===== config.mk =====
export PLATFORM = sky130hd
export DESIGN_NAME = mem_arbiter
export DESIGN_NICKNAME = d
export VERILOG_FILES = /design/src/rtl/mem_arbiter_pkg.sv /design/src/rtl/mem_arbiter.sv
export SDC_FILE = /design/constraint.sdc
export NUM_CORES = 1
export LEC_CHECK = 0
export BUFFER_PORTS_ARGS = -buffer_cell sky130_fd_sc_hd__buf_2
export CORE_AREA = 2 2 162 164
export CTS_CLUSTER_DIAMETER = 60
export DETAILED_ROUTE_END_ITERATION = 6
export DIE_AREA = 0 0 164 166
export PLACE_DENSITY = 0.45
export SLEW_MARGIN = 15
export SYNTH_ARGS = -nofsm -noshare
export SYNTH_HDL_FRONTEND = slang
export SYNTH_SLANG_ARGS = --single-unit

===== constraint.sdc =====
create_clock -name clk -period 1.9 [get_ports clk]
set_input_delay 0.38 -clock clk [delete_from_list [all_inputs] [get_ports clk]]
set_output_delay 0.38 -clock clk [all_outputs]
set_load 0.02 [all_outputs]

===== src/rtl/mem_arbiter_pkg.sv =====
// Shared bus typedefs plus arbiter state/owner enums for the ibus/dbus to memory-port arbiter.
// Pure types and one conversion helper; no timing or flow control of its own.
package mem_arbiter_pkg;

  typedef enum logic [2:0] {
    MSIZE1 = 3'd0,
    MSIZE2 = 3'd1,
    MSIZE4 = 3'd2,
    MSIZE8 = 3'd3
  } msize_t;

  typedef struct packed {
    logic        valid;
    logic [31:0] addr;
  } ibus_req_t;

  typedef struct packed {
    logic [31:0] data;
    logic        data_ok;
  } ibus_resp_t;

  typedef struct packed {
    logic        valid;
    logic [31:0] addr;
    msize_t      size;
    logic [7:0]  strobe;
    logic [63:0] data;
  } dbus_req_t;

  typedef struct packed {
    logic [63:0] data;
    logic        data_ok;
  } dbus_resp_t;

  typedef enum logic [1:0] {
    IDLE   = 2'd0,
    IGRANT = 2'd1,
    DGRANT = 2'd2
  } arb_state_t;

  typedef enum logic {
    OWNER_I = 1'b0,
    OWNER_D = 1'b1
  } grant_owner_t;

  // A fetch is always a read of one 32-bit word on the 64-bit memory port.
  function automatic dbus_req_t ibus_to_dbus(input ibus_req_t r);
    dbus_req_t d;
    d        = '0;
    d.valid  = r.valid;
    d.addr   = r.addr;
    d.size   = MSIZE4;
    return d;
  endfunction

endpackage


===== src/rtl/mem_arbiter.sv =====
// Round-robin arbiter of fetch (ibus) and data (dbus) onto one memory port; grant registered, 1-cycle latency.
// Requesters wait while the port is busy; responses pass through combinationally; one IDLE cycle between grants.
module mem_arbiter
  import mem_arbiter_pkg::*;
(
  input  logic       clk,
  input  logic       reset,
  input  ibus_req_t  ireq,
  output ibus_resp_t iresp,
  input  dbus_req_t  dreq,
  output dbus_resp_t dresp,
  output dbus_req_t  mreq,
  input  dbus_resp_t mresp,
  output logic       busy
);

  arb_state_t   state, state_nxt;
  grant_owner_t last_grant;
  dbus_req_t    req_q;
  logic         grant_i, grant_d;

  always_ff @(posedge clk or negedge reset) begin
    if (!reset) begin
      state      <= IDLE;
      last_grant <= OWNER_I;
      req_q      <= '0;
    end else begin
      state <= state_nxt;
      if (grant_d) begin
        req_q <= dreq;
      end else if (grant_i) begin
        req_q <= ibus_to_dbus(ireq);
      end
      if (state == IGRANT && mresp.data_ok) begin
        last_grant <= OWNER_I;
      end else if (state == DGRANT && mresp.data_ok) begin
        last_grant <= OWNER_D;
      end
    end
  end

  // On a tie the requester not served last wins, which bounds any wait to one transaction.
  always_comb begin
    state_nxt = state;
    grant_i   = 1'b0;
    grant_d   = 1'b0;
    case (state)
      IDLE: begin
        if (dreq.valid && (!ireq.valid || last_grant == OWNER_I)) begin
          grant_d   = 1'b1;
          state_nxt = DGRANT;
        end else if (ireq.valid) begin
          grant_i   = 1'b1;
          state_nxt = IGRANT;
        end
      end
      IGRANT, DGRANT: begin
        if (mresp.data_ok) begin
          state_nxt = IDLE;
        end
      end
      default: state_nxt = IDLE;
    endcase
  end

  always_comb begin
    mreq          = req_q;
    mreq.valid    = (state != IDLE);
    iresp.data    = req_q.addr[2] ? mresp.data[63:32] : mresp.data[31:0];
    iresp.data_ok = (state == IGRANT) && mresp.data_ok;
    dresp.data    = mresp.data;
    dresp.data_ok = (state == DGRANT) && mresp.data_ok;
    busy          = (state != IDLE);
  end

endmodule


==> results.txt <==
The height of the die is 166 µm. The global-route wire length before repair came out at 30000 µm. The die covers 0.0272 mm². The upper clock frequency limit came out at 529 MHz. The count of standard-cell rows came out at 59. STA classifies the critical path startpoint as a register. The biggest fanout along the worst timing path came out at 28. The class of the most critical setup path is reg2out. The mean area per synthesized cell is 11.3 µm².

The clock passes through at most 2 buffers. Once the floorplan was initialized, standard cells occupied 20.7% of the core. The number of global-route vias before repair is 4918. The number of H-tree levels came out at 3. The post-detailed-route count of antenna-violating nets came out at 0. The transition time of the tightest slew-check pin is 0.581 ns.

The mapped cell area came out at 0.00532 mm². VDD sags by at most 587 µV. The internal power came out at 6.88 mW. The detailed-placement wirelength estimate came out at 16200 µm. The share of total power dissipated in sequential elements is 31.9%.

In this run the worst hold path is classified as in2reg. After filler insertion, the fill cell instance count of the layout stands at 2756. The clock slew seen by the registers of the worst setup and hold paths came out at 0.09 ns. The number of iterations in the first detailed-routing pass came out at 4. The area added between synthesis and finish is 44.1%.

The worst slew slack as a fraction of its limit came out at 61.2%. The run finished with clean final reports. The pin count of the biggest net entering global routing came out at 71. The critical path crosses 3 cells after its start point. The worst path needs 1.89 ns of the cycle, external delays included. The combinational fraction of design power is 52.5%. The signal on the critical path passes through buf_12 -> mux2_2 -> buf_2. The number of nets produced by synthesis came out at 683. The total count of hold-check failures in the final report came out at 0. Net switching is 44.9% of the power. The worst setup path is captured at a primary output. The length in cells of the worst reg-to-reg path is 6.

Power spread over the standard cell area amounts to 1630 mW/mm². The total core area came out at 0.0256 mm². The total overflow left after global routing is 0. Ranked by total cell area, the synthesized netlist is headed by dfrtp_1, a22o_1, buf_4, mux2_2, o21ai_0.

The DRC marker count from the first detailed-route iteration is 270. The overall routed net length came out at 21000 µm. The number of max-cap violations is 0. Setup repair after global routing could not meet its margin everywhere. Summed over all nets, the switching power comes to 5.61 mW. The number of stages on the worst hold path came out at 2. The clock latency reported for the late side of the worst-skew pair came out at 0.36 ns. The count of buffering cells on the critical path with inverters included came out at 2.

At the placement stage, the worst setup path has a slack of 0.0368 ns. The share of layout cells above drive strength 1 is 59.5%. TritonCTS built the clock tree. The die is 164 µm wide. The final-report max-slew violation count came out at 0.

The via density per instance came out at 4.27. Yosys printed 0 warnings. The top-area cell type share of the netlist area came out at 51.8%. The post-synthesis cell count came out at 472.

The initial antenna violation count came out at 6. The critical path data required time is 1.52 ns. The netlist uses 23 different library cells. The share of the clock period used by the worst path is 99.4%. Leaving out fill and tap cells, the most frequent cell in the layout is buf_2. On the final layout, the worst clock skew is 0.0124 ns. Setup violations remaining at the end of the flow were counted as 0. Input and output buffers added on the ports amount to 414. The arrival time of data at the critical path endpoint is 1.51 ns. The cell with the largest stage delay on the worst path is dfrtp_1.

The number of vias after detailed routing came out at 4944. CTS placed an instance of clkbuf_16 at the clock tree root. The number of top-level pins came out at 415. The worst hold slack after final layout is 0.231 ns.

The flop and latch count out of synthesis came out at 110. The longest individual stage delay on the worst path is 0.40 ns. On the critical path the largest part of the delay comes from flip-flops.

The placer's final routability congestion estimate came out at 0.881. The total global-route track usage is 14.6%. After detailed routing, the average wire length per cell comes to 18.2 µm. The number of sinks on the clock net came out at 110. Once routing completed, OpenROAD measured the worst setup slack at 0.0112 ns. In the layout the commonest cells are buf_2, dfrtp_1, a22o_1, o21ai_0.

The count of unresolved DRC violations after routing is 0. Sequential elements use 51.8% of the synthesized area. The relative contribution of the clock network to total power came out at 15.6%.

The final-stage net count is 1025. dfrtp_1 takes more of the synthesized area than any other cell. The leakage power total came out at 4.10 nW. In this run, CTS created clock tree buffers numbering 9.
-- registers in the layout, indices dropped and copies added (netlist names) --
signal      cells
last_grant      1
mreq          107
state           2
-- stage by stage --
step,std cells,TNS (ns),power (mW),utilization (%),instance area [µm²]
final,1157,0,12.5,29.9,7660
after global routing,1156,-0.218,13.3,29.9,7660
after CTS,1151,-0.000700,12.6,29.7,7610
after detailed placement,1132,0,10.4,28.2,7230
after global placement,1132,0,10.4,28.2,7230
after floorplan,472,0,8.13,-,5320
-- cell usage after synthesis, drive strengths merged --
master,instances
a21bo,1
a21boi,1
a21oi,33
a22o,74
and2,2
buf,86
clkbuf,16
dfrtp,110
ha,3
inv,5
mux2,32
nand2,33
nor2,3
nor2b,2
o21a,1
o21ai,67
o22a,1
o22ai,1
o31ai,1
-- path summary, 6_finish.rpt --
path,start,to,slack (ns)
setup / recovery,mreq[77],iresp[25],0.01
hold / removal,dreq[26],mreq[26],0.23
setup reg to reg,state[0],mreq[76],0.31
hold reg to reg,mreq[88],mreq[88],0.48
max in group asynchronous,reset,mreq[29],0.78
min in group asynchronous,reset,mreq[58],0.50
-- layout make-up --
| type | count | area (µm²) | share of cell area, % |
|---|---|---|---|
| Timing Repair Buffer | 433 | 2360 | 30.8 |
| Sequential cell | 110 | 2750 | 35.9 |
| Multi-Input combinational cell | 255 | 1800 | 23.5 |
| Tap cell | 335 | 419 | 5.47 |
| Clock buffer | 9 | 225 | 2.94 |
| Inverter | 5 | 18.8 | 0.245 |
| Antenna cell | 3 | 7.51 | 0.0980 |
| Clock inverter | 7 | 77.6 | 1.01 |
-- timing repair --
item | 4_1_cts | 5_1_grt
buffers inserted | 1 | 3
hold endpoints to repair | 27 | 0
hold buffers | 1 | 0
cloned | 1 | 0
setup endpoints to repair | 3 | 36
gates resized for setup | 8 | 5
-- logic make-up (layout without fill, tap and decap cells) --
family                     after synthesis  after routing  share of synthesized area (%)
muxes                                   32             32                           6.78
AOI/OAI and AO/OA                      180            180                           22.9
and+or+nand+nor                         40             40                           3.15
buffers and inverters                  107            454                           14.7
adders and majority gates                3              3                          0.706
other                                    0              3                              0
DFF                                    110            110                           51.8
-- routing by layer --
metal	up-vias	global-route usage (%)	wire length, µm
met3	14	3.95	1660
met4	0	3.89	262
li1	2304	-	-
met1	2403	17.4	8420
met5	-	0	0
met2	223	25.8	10700
-- power by group through the flow --
stage / combinational (mW) / clock (mW) / sequential [mW]
floorplan: 2.84 / 0 / 5.29
global placement: 6.35 / 0 / 4.03
detailed placement: 6.38 / 0 / 3.99
CTS: 6.57 / 2.03 / 4.00
global route: 7.04 / 2.11 / 4.14
finish: 6.56 / 1.94 / 3.99
Note: power is estimated with default switching activity, not from simulation.
